**src/rtl/mc_pkg.sv**
```systemverilog
// rtl/mc_pkg.sv - shared opcodes, state encoding and decode types for the multicycle sequencer
package mc_pkg;

    localparam logic [5:0] OP_NOP = 6'b000000;
    localparam logic [5:0] OP_J   = 6'b000001;
    localparam logic [5:0] OP_JAL = 6'b000010;
    localparam logic [5:0] OP_BNE = 6'b100001;
    localparam logic [5:0] OP_BLT = 6'b100010;
    localparam logic [5:0] OP_BLE = 6'b100011;
    localparam logic [5:0] OP_LI  = 6'b111001;
    localparam logic [5:0] OP_LUI = 6'b111010;
    localparam logic [5:0] OP_LWI = 6'b111011;
    localparam logic [5:0] OP_SWI = 6'b111100;
    localparam logic [5:0] OP_LW  = 6'b111101;
    localparam logic [5:0] OP_SW  = 6'b111110;

    localparam logic [1:0] WB_ALU  = 2'd0;
    localparam logic [1:0] WB_MEM  = 2'd1;
    localparam logic [1:0] WB_LINK = 2'd2;
    localparam logic [1:0] WB_IMM  = 2'd3;

    localparam logic [2:0] ALU_MOV = 3'b000;
    localparam logic [2:0] ALU_NOT = 3'b001;
    localparam logic [2:0] ALU_ADD = 3'b010;
    localparam logic [2:0] ALU_SUB = 3'b011;
    localparam logic [2:0] ALU_OR  = 3'b100;
    localparam logic [2:0] ALU_AND = 3'b101;
    localparam logic [2:0] ALU_XOR = 3'b110;
    localparam logic [2:0] ALU_SLT = 3'b111;

    typedef enum logic [2:0] {
        ST_FETCH  = 3'd0,
        ST_DECODE = 3'd1,
        ST_EXEC   = 3'd2,
        ST_MEM    = 3'd3,
        ST_WB     = 3'd4
    } state_e;

    typedef enum logic [3:0] {
        CL_NOP, CL_JMP, CL_JAL, CL_RTYPE, CL_IALU, CL_IMM, CL_BR, CL_LD, CL_ST, CL_ILL
    } op_class_e;

    typedef struct packed {
        op_class_e   cls;
        logic [4:0]  ra;
        logic [4:0]  rb;
        logic [4:0]  rd;
        logic [2:0]  alu_op;
        logic        alu_b_imm;
        logic        dmem_abs;
        logic        imm_hi;
        logic [1:0]  wb_sel;
        logic [31:0] imm;
    } dec_t;

    function automatic logic [31:0] sext16(input logic [15:0] v);
        return {{16{v[15]}}, v};
    endfunction

endpackage

```
**src/rtl/mc_if.sv**
```systemverilog
// rtl/mc_if.sv - controller <-> datapath/memory signal bundle
interface mc_if;
    logic [31:0] instr;
    logic        alu_zero;
    logic        alu_neg;
    logic        dmem_ready;
    logic [31:0] pc;
    logic [31:0] ir;
    logic [4:0]  rf_ra;
    logic [4:0]  rf_rb;
    logic        rf_we;
    logic [4:0]  rf_wa;
    logic [1:0]  wb_sel;
    logic        imm_hi;
    logic [2:0]  alu_op;
    logic        alu_b_imm;
    logic        dmem_re;
    logic        dmem_we;
    logic        dmem_abs;
    logic        illegal;
    logic        mem_fault;

    modport master (
        input  instr, alu_zero, alu_neg, dmem_ready,
        output pc, ir, rf_ra, rf_rb, rf_we, rf_wa, wb_sel, imm_hi, alu_op,
               alu_b_imm, dmem_re, dmem_we, dmem_abs, illegal, mem_fault
    );

    modport slave (
        output instr, alu_zero, alu_neg, dmem_ready,
        input  pc, ir, rf_ra, rf_rb, rf_we, rf_wa, wb_sel, imm_hi, alu_op,
               alu_b_imm, dmem_re, dmem_we, dmem_abs, illegal, mem_fault
    );
endinterface

```
**src/rtl/mc_decode.sv**
```systemverilog
// rtl/mc_decode.sv - combinational instruction classifier and register/ALU select generation
module mc_decode
    import mc_pkg::*;
(
    input  logic [31:0] ir_i,
    output dec_t        dec_o
);

    logic [5:0] op;
    logic [4:0] fa, fb, fc;

    assign op = ir_i[31:26];
    assign fa = ir_i[25:21];
    assign fb = ir_i[20:16];
    assign fc = ir_i[15:11];

    always_comb begin
        dec_o           = '0;
        dec_o.cls       = CL_ILL;
        dec_o.ra        = fb;
        dec_o.rb        = fc;
        dec_o.rd        = fa;
        dec_o.alu_op    = ALU_MOV;
        dec_o.wb_sel    = WB_ALU;
        dec_o.imm       = sext16(ir_i[15:0]);
        casez (op)
            OP_NOP: dec_o.cls = CL_NOP;
            OP_J:   dec_o.cls = CL_JMP;
            OP_JAL: begin
                dec_o.cls    = CL_JAL;
                dec_o.wb_sel = WB_LINK;
            end
            6'b010???: begin
                dec_o.cls    = CL_RTYPE;
                dec_o.alu_op = op[2:0];
            end
            6'b110???: begin
                dec_o.cls       = CL_IALU;
                dec_o.alu_op    = op[2:0];
                dec_o.alu_b_imm = 1'b1;
            end
            OP_LI, OP_LUI: begin
                dec_o.cls    = CL_IMM;
                dec_o.ra     = fa;
                dec_o.wb_sel = WB_IMM;
                dec_o.imm_hi = (op == OP_LUI);
            end
            OP_BNE, OP_BLT, OP_BLE: begin
                dec_o.cls    = CL_BR;
                dec_o.alu_op = ALU_SUB;
                dec_o.ra     = fa;
                dec_o.rb     = fb;
            end
            OP_LWI: begin
                dec_o.cls      = CL_LD;
                dec_o.dmem_abs = 1'b1;
                dec_o.wb_sel   = WB_MEM;
            end
            OP_LW: begin
                dec_o.cls       = CL_LD;
                dec_o.alu_op    = ALU_ADD;
                dec_o.alu_b_imm = 1'b1;
                dec_o.wb_sel    = WB_MEM;
            end
            // stores carry their data register (field A) on read port B
            OP_SWI: begin
                dec_o.cls      = CL_ST;
                dec_o.dmem_abs = 1'b1;
                dec_o.rb       = fa;
            end
            OP_SW: begin
                dec_o.cls       = CL_ST;
                dec_o.alu_op    = ALU_ADD;
                dec_o.alu_b_imm = 1'b1;
                dec_o.rb        = fa;
            end
            default: dec_o.cls = CL_ILL;
        endcase
    end

endmodule

```
**src/rtl/mc_controller.sv**
```systemverilog
// rtl/mc_controller.sv - multicycle FETCH/DECODE/EXEC/MEM/WB sequencer owning pc, ir and fault flags
module mc_controller
    import mc_pkg::*;
#(
    parameter logic [31:0] PC_RESET    = 32'd0,
    parameter logic [4:0]  LINK_REG    = 5'd31,
    parameter int          MEM_TIMEOUT = 15
) (
    input  logic clk,
    input  logic rst_n,
    mc_if.master bus
);

    // abort fires on the wait cycle that would bring the count up to MEM_TIMEOUT
    localparam logic [3:0] WAIT_LAST = 4'(MEM_TIMEOUT - 1);

    state_e      state_q, state_d;
    logic [31:0] pc_q, pc_d;
    logic [31:0] ir_q, ir_d;
    logic [3:0]  wait_q, wait_d;
    logic        illegal_q, illegal_d;
    logic        fault_q, fault_d;

    logic        rf_we_c, dmem_re_c, dmem_we_c, br_taken;
    logic [31:0] pc_inc, target;
    dec_t        dec;

    mc_decode u_decode (
        .ir_i  (ir_q),
        .dec_o (dec)
    );

    assign pc_inc = pc_q + 32'd1;
    assign target = pc_inc + dec.imm;

    always_ff @(posedge clk or negedge rst_n) begin
        if (!rst_n) begin
            state_q   <= ST_FETCH;
            pc_q      <= PC_RESET;
            ir_q      <= '0;
            wait_q    <= '0;
            illegal_q <= 1'b0;
            fault_q   <= 1'b0;
        end else begin
            state_q   <= state_d;
            pc_q      <= pc_d;
            ir_q      <= ir_d;
            wait_q    <= wait_d;
            illegal_q <= illegal_d;
            fault_q   <= fault_d;
        end
    end

    always_comb begin
        state_d   = state_q;
        pc_d      = pc_q;
        ir_d      = ir_q;
        wait_d    = wait_q;
        illegal_d = illegal_q;
        fault_d   = fault_q;
        rf_we_c   = 1'b0;
        dmem_re_c = 1'b0;
        dmem_we_c = 1'b0;

        case (ir_q[27:26])
            2'b01:   br_taken = ~bus.alu_zero;
            2'b10:   br_taken = bus.alu_neg;
            2'b11:   br_taken = bus.alu_neg | bus.alu_zero;
            default: br_taken = 1'b0;
        endcase

        case (state_q)
            ST_FETCH: begin
                ir_d    = bus.instr;
                state_d = ST_DECODE;
            end
            ST_DECODE: begin
                case (dec.cls)
                    CL_NOP, CL_ILL: begin
                        illegal_d = illegal_q | (dec.cls == CL_ILL);
                        pc_d      = pc_inc;
                        state_d   = ST_FETCH;
                    end
                    CL_JMP: begin
                        pc_d    = target;
                        state_d = ST_FETCH;
                    end
                    CL_JAL: begin
                        rf_we_c = 1'b1;
                        pc_d    = target;
                        state_d = ST_FETCH;
                    end
                    default: state_d = ST_EXEC;
                endcase
            end
            ST_EXEC: begin
                case (dec.cls)
                    CL_BR: begin
                        pc_d    = br_taken ? target : pc_inc;
                        state_d = ST_FETCH;
                    end
                    CL_LD, CL_ST: begin
                        wait_d  = '0;
                        state_d = ST_MEM;
                    end
                    default: state_d = ST_WB;
                endcase
            end
            ST_MEM: begin
                dmem_re_c = (dec.cls == CL_LD);
                dmem_we_c = (dec.cls == CL_ST);
                if (bus.dmem_ready) begin
                    if (dec.cls == CL_LD) begin
                        state_d = ST_WB;
                    end else begin
                        pc_d    = pc_inc;
                        state_d = ST_FETCH;
                    end
                end else if (wait_q == WAIT_LAST) begin
                    fault_d = 1'b1;
                    pc_d    = pc_inc;
                    state_d = ST_FETCH;
                end else begin
                    wait_d = wait_q + 4'd1;
                end
            end
            ST_WB: begin
                rf_we_c = 1'b1;
                pc_d    = pc_inc;
                state_d = ST_FETCH;
            end
            default: state_d = ST_FETCH;
        endcase
    end

    assign bus.pc        = pc_q;
    assign bus.ir        = ir_q;
    assign bus.rf_ra     = dec.ra;
    assign bus.rf_rb     = dec.rb;
    assign bus.rf_we     = rf_we_c;
    assign bus.rf_wa     = (dec.cls == CL_JAL) ? LINK_REG : dec.rd;
    assign bus.wb_sel    = dec.wb_sel;
    assign bus.imm_hi    = dec.imm_hi;
    assign bus.alu_op    = dec.alu_op;
    assign bus.alu_b_imm = dec.alu_b_imm;
    assign bus.dmem_re   = dmem_re_c;
    assign bus.dmem_we   = dmem_we_c;
    assign bus.dmem_abs  = dec.dmem_abs;
    assign bus.illegal   = illegal_q;
    assign bus.mem_fault = fault_q;

endmodule
```
**src/flat_wrapper.sv**
```systemverilog
// flat-port wrapper written by rule: the top's interface ports become plain ports
module mc_controller_flat import mc_pkg::*;
#(
    parameter logic [31:0] PC_RESET    = 32'd0,
    parameter logic [4:0]  LINK_REG    = 5'd31,
    parameter int          MEM_TIMEOUT = 15
)
  (clk, rst_n, bus_instr, bus_alu_zero, bus_alu_neg, bus_dmem_ready, bus_pc, bus_ir, bus_rf_ra, bus_rf_rb, bus_rf_we, bus_rf_wa, bus_wb_sel, bus_imm_hi, bus_alu_op, bus_alu_b_imm, bus_dmem_re, bus_dmem_we, bus_dmem_abs, bus_illegal, bus_mem_fault);
  mc_if bus_i ();
  input  logic clk;
  input  logic rst_n;
  input wire logic [$bits(bus_i.instr)-1:0] bus_instr;
  input wire logic [$bits(bus_i.alu_zero)-1:0] bus_alu_zero;
  input wire logic [$bits(bus_i.alu_neg)-1:0] bus_alu_neg;
  input wire logic [$bits(bus_i.dmem_ready)-1:0] bus_dmem_ready;
  output wire logic [$bits(bus_i.pc)-1:0] bus_pc;
  output wire logic [$bits(bus_i.ir)-1:0] bus_ir;
  output wire logic [$bits(bus_i.rf_ra)-1:0] bus_rf_ra;
  output wire logic [$bits(bus_i.rf_rb)-1:0] bus_rf_rb;
  output wire logic [$bits(bus_i.rf_we)-1:0] bus_rf_we;
  output wire logic [$bits(bus_i.rf_wa)-1:0] bus_rf_wa;
  output wire logic [$bits(bus_i.wb_sel)-1:0] bus_wb_sel;
  output wire logic [$bits(bus_i.imm_hi)-1:0] bus_imm_hi;
  output wire logic [$bits(bus_i.alu_op)-1:0] bus_alu_op;
  output wire logic [$bits(bus_i.alu_b_imm)-1:0] bus_alu_b_imm;
  output wire logic [$bits(bus_i.dmem_re)-1:0] bus_dmem_re;
  output wire logic [$bits(bus_i.dmem_we)-1:0] bus_dmem_we;
  output wire logic [$bits(bus_i.dmem_abs)-1:0] bus_dmem_abs;
  output wire logic [$bits(bus_i.illegal)-1:0] bus_illegal;
  output wire logic [$bits(bus_i.mem_fault)-1:0] bus_mem_fault;
  assign bus_i.instr = bus_instr;
  assign bus_i.alu_zero = bus_alu_zero;
  assign bus_i.alu_neg = bus_alu_neg;
  assign bus_i.dmem_ready = bus_dmem_ready;
  assign bus_pc = bus_i.pc;
  assign bus_ir = bus_i.ir;
  assign bus_rf_ra = bus_i.rf_ra;
  assign bus_rf_rb = bus_i.rf_rb;
  assign bus_rf_we = bus_i.rf_we;
  assign bus_rf_wa = bus_i.rf_wa;
  assign bus_wb_sel = bus_i.wb_sel;
  assign bus_imm_hi = bus_i.imm_hi;
  assign bus_alu_op = bus_i.alu_op;
  assign bus_alu_b_imm = bus_i.alu_b_imm;
  assign bus_dmem_re = bus_i.dmem_re;
  assign bus_dmem_we = bus_i.dmem_we;
  assign bus_dmem_abs = bus_i.dmem_abs;
  assign bus_illegal = bus_i.illegal;
  assign bus_mem_fault = bus_i.mem_fault;
  mc_controller #(.PC_RESET(PC_RESET), .LINK_REG(LINK_REG), .MEM_TIMEOUT(MEM_TIMEOUT)) u_core (.clk(clk), .rst_n(rst_n), .bus(bus_i));
endmodule
```
**config.mk**
```make
export PLATFORM = sky130hd
export DESIGN_NAME = mc_controller_flat
export DESIGN_NICKNAME = d
export VERILOG_FILES = /design/src/rtl/mc_pkg.sv /design/src/rtl/mc_if.sv /design/src/rtl/mc_decode.sv /design/src/rtl/mc_controller.sv /design/src/flat_wrapper.sv
export SDC_FILE = /design/constraint.sdc
export NUM_CORES = 1
export LEC_CHECK = 0
export BUFFER_PORTS_ARGS = -buffer_cell sky130_fd_sc_hd__buf_2
export CORE_ASPECT_RATIO = 2
export CORE_MARGIN = 10
export CORE_UTILIZATION = 51
export DETAILED_ROUTE_END_ITERATION = 12
export HOLD_SLACK_MARGIN = 0.03
export MAX_ROUTING_LAYER = met4
export PLACE_DENSITY = 0.87
export SLEW_MARGIN = 20
export SYNTH_ARGS = -nofsm -noshare
export SYNTH_HDL_FRONTEND = slang
export SYNTH_HIERARCHICAL = 1
export SYNTH_SLANG_ARGS = --single-unit
```
**constraint.sdc**
```tcl
create_clock -name clk -period 3.9 [get_ports clk]
set_clock_uncertainty 0.1 [all_clocks]
set_input_delay 0.39 -clock clk [delete_from_list [all_inputs] [get_ports clk]]
set_output_delay 0.39 -clock clk [all_outputs]
set_load 0.03 [all_outputs]
```
==> results by group <==
Outcome
  – Run status: complete, no violations

Synthesis
  – Avg Inst Size Synth: 8.345 um2
  – Cell Area, Synth: 6392 um2
  – Post-synthesis cell count: 766
  – Synth unique cells: 72
  – Top_reg_cell synth: dfrtp_1
  – EDFF count, synth: 0
  – Synthesized Nets: 841
  – Yosys reg bits: 73
  – Synth warn: 6
  – Asr flop ratio synth: 100.0%
  – Register area share after synthesis: 28.58%

Routing
  – Router iterations before antenna repair: 5
  – Via count: 6454
  – WL/cell: 18.74 um
  – ANT nets after route: 0
  – Routed WL: 19940 um
  – Initial drt markers: 422
  – Routed vias/inst: 6.066
  – # DRC: 0

Die
  – Die Area: 17680 um2
  – Die width: 99.17 um
  – Initial Util: 52.42%
  – I/O pins: 129
  – Die height: 178.3 um
  – Area of the core: 12200 um2
  – Cell Rows: 57

Global route
  – Initial antenna violation count: 0
  – First-pass GRT wire length: 31710 um
  – Pin count of the biggest net entering global routing: 74
  – Gr usage total: 22.40%
  – Grt ovf: 0
  – Vias in the first global route: 6633

Clock network
  – Total CTS buffers: 9
  – Clk buf depth: 2
  – H-Tree Depth: 3
  – CTS Sinks: 73
  – Worst-Skew Late Latency: 0.34 ns
  – Clock Pin Slew Worst Setup and Hold Paths: 0.06 ns
  – CTS Hold Bufs: 0
  – CTS tree: done
  – Root Buffer: clkbuf_16

Worst setup path
  – Worst-path cell chain: nand3_2 > or3_4 > nor3_2 > buf_4 > and3_1 > nand3_1 > xnor2_2 > ha_1 > a21oi_1 > o21ai_0 > a21oi_1 > a211oi_1 > or3_4 > and4_4 > o21ai_2 > xnor2_1
  – Crit path kind: reg2reg
  – Setup crit start kind: flop
  – Critical Path AT: 4.01 ns
  – Max FO, Critical Path: 6
  – Buf+Inv Stages, Crit Path: 1
  – Slowest stage cell, crit path: dfrtp_1
  – Top delay family on crit path: simple AND/OR/NAND/NOR gates
  – Critical Path End Type: flop
  – Req. time, crit path: 4.07 ns
  – Max incr delay on CP: 0.43 ns

Worst hold path
  – Worst Hold Class: in2async

STA
  – Final setup fails: 0
  – Final hold violations: 0
  – Final period utilization: 98.65%
  – Worst Tran Pin Value: 0.9878 ns
  – Minimum clock period: 3.847 ns
  – Max-slew violations: 0
  – Slew margin rel.: 34.15%
  – RSZ-0062 raised after global routing: true
  – F_max: 0.2599 GHz

Cells and area
  – Fillers: 1003
  – Antenna cells: 0
  – Most frequent cells in the layout: buf_2, buf_4, nand2_1, dfrtp_1, nor2_1
  – Layout cell share with drive strength beyond 1: 34.90%
  – Most common cell after layout, fill and taps aside: buf_2
  – Design area: 7850 um2
  – P&R area growth vs syn: 22.80%
  – Final #Nets: 987

Placement
  – GP Congestion: 1.005
  – Placed Area: 7388 um2
  – # port buffers: 128
  – Dpl hpwl: 15350 um

Flow run
  – Max-cap violations: 0
==> sequential cells by signal, indices dropped and copies added, names as in the netlist <==
| name | count |
|---|---|
| u_core/bus.illegal | 1 |
| u_core/bus.ir | 32 |
| u_core/bus.mem_fault | 1 |
| u_core/bus.pc | 32 |
| u_core/state_q | 3 |
| u_core/wait_q | 4 |
==> synth_stat cells (3+ instances only) <==
cell type	n	share of area [%]
a211oi_1	8	0.94
a21o_1	18	2.1
a21oi_1	64	5.0
a22o_1	8	1.1
a22oi_1	4	0.47
a31oi_1	6	0.59
and2_1	6	0.59
and3_1	13	1.3
buf_2	7	0.55
buf_4	38	4.5
clkbuf_1	20	1.2
dfrtp_1	73	29
ha_1	37	7.2
inv_1	19	1.1
mux2_2	37	6.5
nand2_1	69	4.1
nand2b_1	5	0.49
nand3_1	28	2.2
nand4_1	14	1.4
nor2_1	66	3.9
nor2b_1	6	0.59
nor3_1	12	0.94
nor4_1	6	0.59
o211ai_1	4	0.47
o21a_1	9	1.1
o21ai_0	43	3.4
o21ai_1	12	0.94
o21bai_1	3	0.35
o22ai_1	7	0.69
or2_2	7	0.69
or3_1	4	0.39
xnor2_1	43	5.9
xor2_1	15	2.1
==> final timing paths <==
check	from	end	slack (ns)	cells after the start
max reg2reg	u_core/bus.pc[12]$_DFFE_PN0P_	u_core/bus.pc[31]$_DFFE_PN0P_	0.05	16
min in group clk	bus_instr[16]	u_core/bus.ir[16]$_DFFE_PN0P_	0.18	2
max	u_core/bus.pc[12]$_DFFE_PN0P_	u_core/bus.pc[31]$_DFFE_PN0P_	0.05	16
min	rst_n	u_core/bus.pc[14]$_DFFE_PN0P_	0.1	1
min reg2reg	u_core/bus.illegal$_DFFE_PN0P_	u_core/bus.illegal$_DFFE_PN0P_	0.36	1
max in group asynchronous	rst_n	u_core/bus.pc[0]$_DFFE_PN0P_	2.87	1
==> cell families after synthesis <==
group | after synthesis | synth area share, %
AO/OA/AOI/OAI | 212 | 21.04
XOR/XNOR | 58 | 7.947
adder cells (fa/ha/maj) | 38 | 7.555
buffers and inverters | 89 | 7.829
flip-flops | 73 | 28.58
multiplexers | 38 | 6.675
AND/OR/NAND/NOR | 258 | 20.38
==> routing by layer <==
layer	GRT usage, %	part of all wire [%]
met3	2.906	4.6
met5	-	0
met2	43.32	57
met1	19.89	34
met4	13.03	4.9
==> cell type report <==
| class | count | area [um2] | area share [%] |
|---|---|---|---|
| well taps | 147 | 183.9 | 2.343 |
| multi-input cells | 604 | 4234 | 53.94 |
| repair buffers | 204 | 1226 | 15.62 |
| clock buffers | 10 | 229.0 | 2.917 |
| inverters | 20 | 75.07 | 0.9563 |
| clock inverters | 6 | 66.31 | 0.8448 |
| flip-flops and latches | 73 | 1836 | 23.38 |
==> worst register-to-register path, stage by stage, from the launching register on <==
cell	delay, ns
dfrtp_1	0.43
nand3_2	0.11
or3_4	0.43
nor3_2	0.15
buf_4	0.18
and3_1	0.19
nand3_1	0.13
xnor2_2	0.18
ha_1	0.33
a21oi_1	0.21
o21ai_0	0.13
a21oi_1	0.25
a211oi_1	0.15
or3_4	0.37
and4_4	0.18
o21ai_2	0.13
xnor2_1	0.12
==> stage by stage <==
step	worst slack (ns)	util [%]	TNS, ns	hold WS, ns	std cells
3_3_place_gp	0.04411	60.58	0	0.3377	1045
4_1_cts	0.03745	63.15	0	0.1487	1061
2_1_floorplan	0.001387	-	0	-0.005591	766
3_5_place_dp	-0.05936	60.58	-0.09913	0.3424	1045
6_report	0.05282	64.37	0	0.09854	1064
5_1_grt	-0.08840	64.37	-0.1632	0.1665	1064
==> what timing repair did <==
item                       4_1_cts  5_1_grt
setup endpoints to repair        5        9
buffers inserted                 0        3
resized for setup                3       29
pin swaps                        0       17
Power is left out: the tool's default activity adds up to more than one toggle a clock period on the data nets, which glitch-free logic cannot reach.
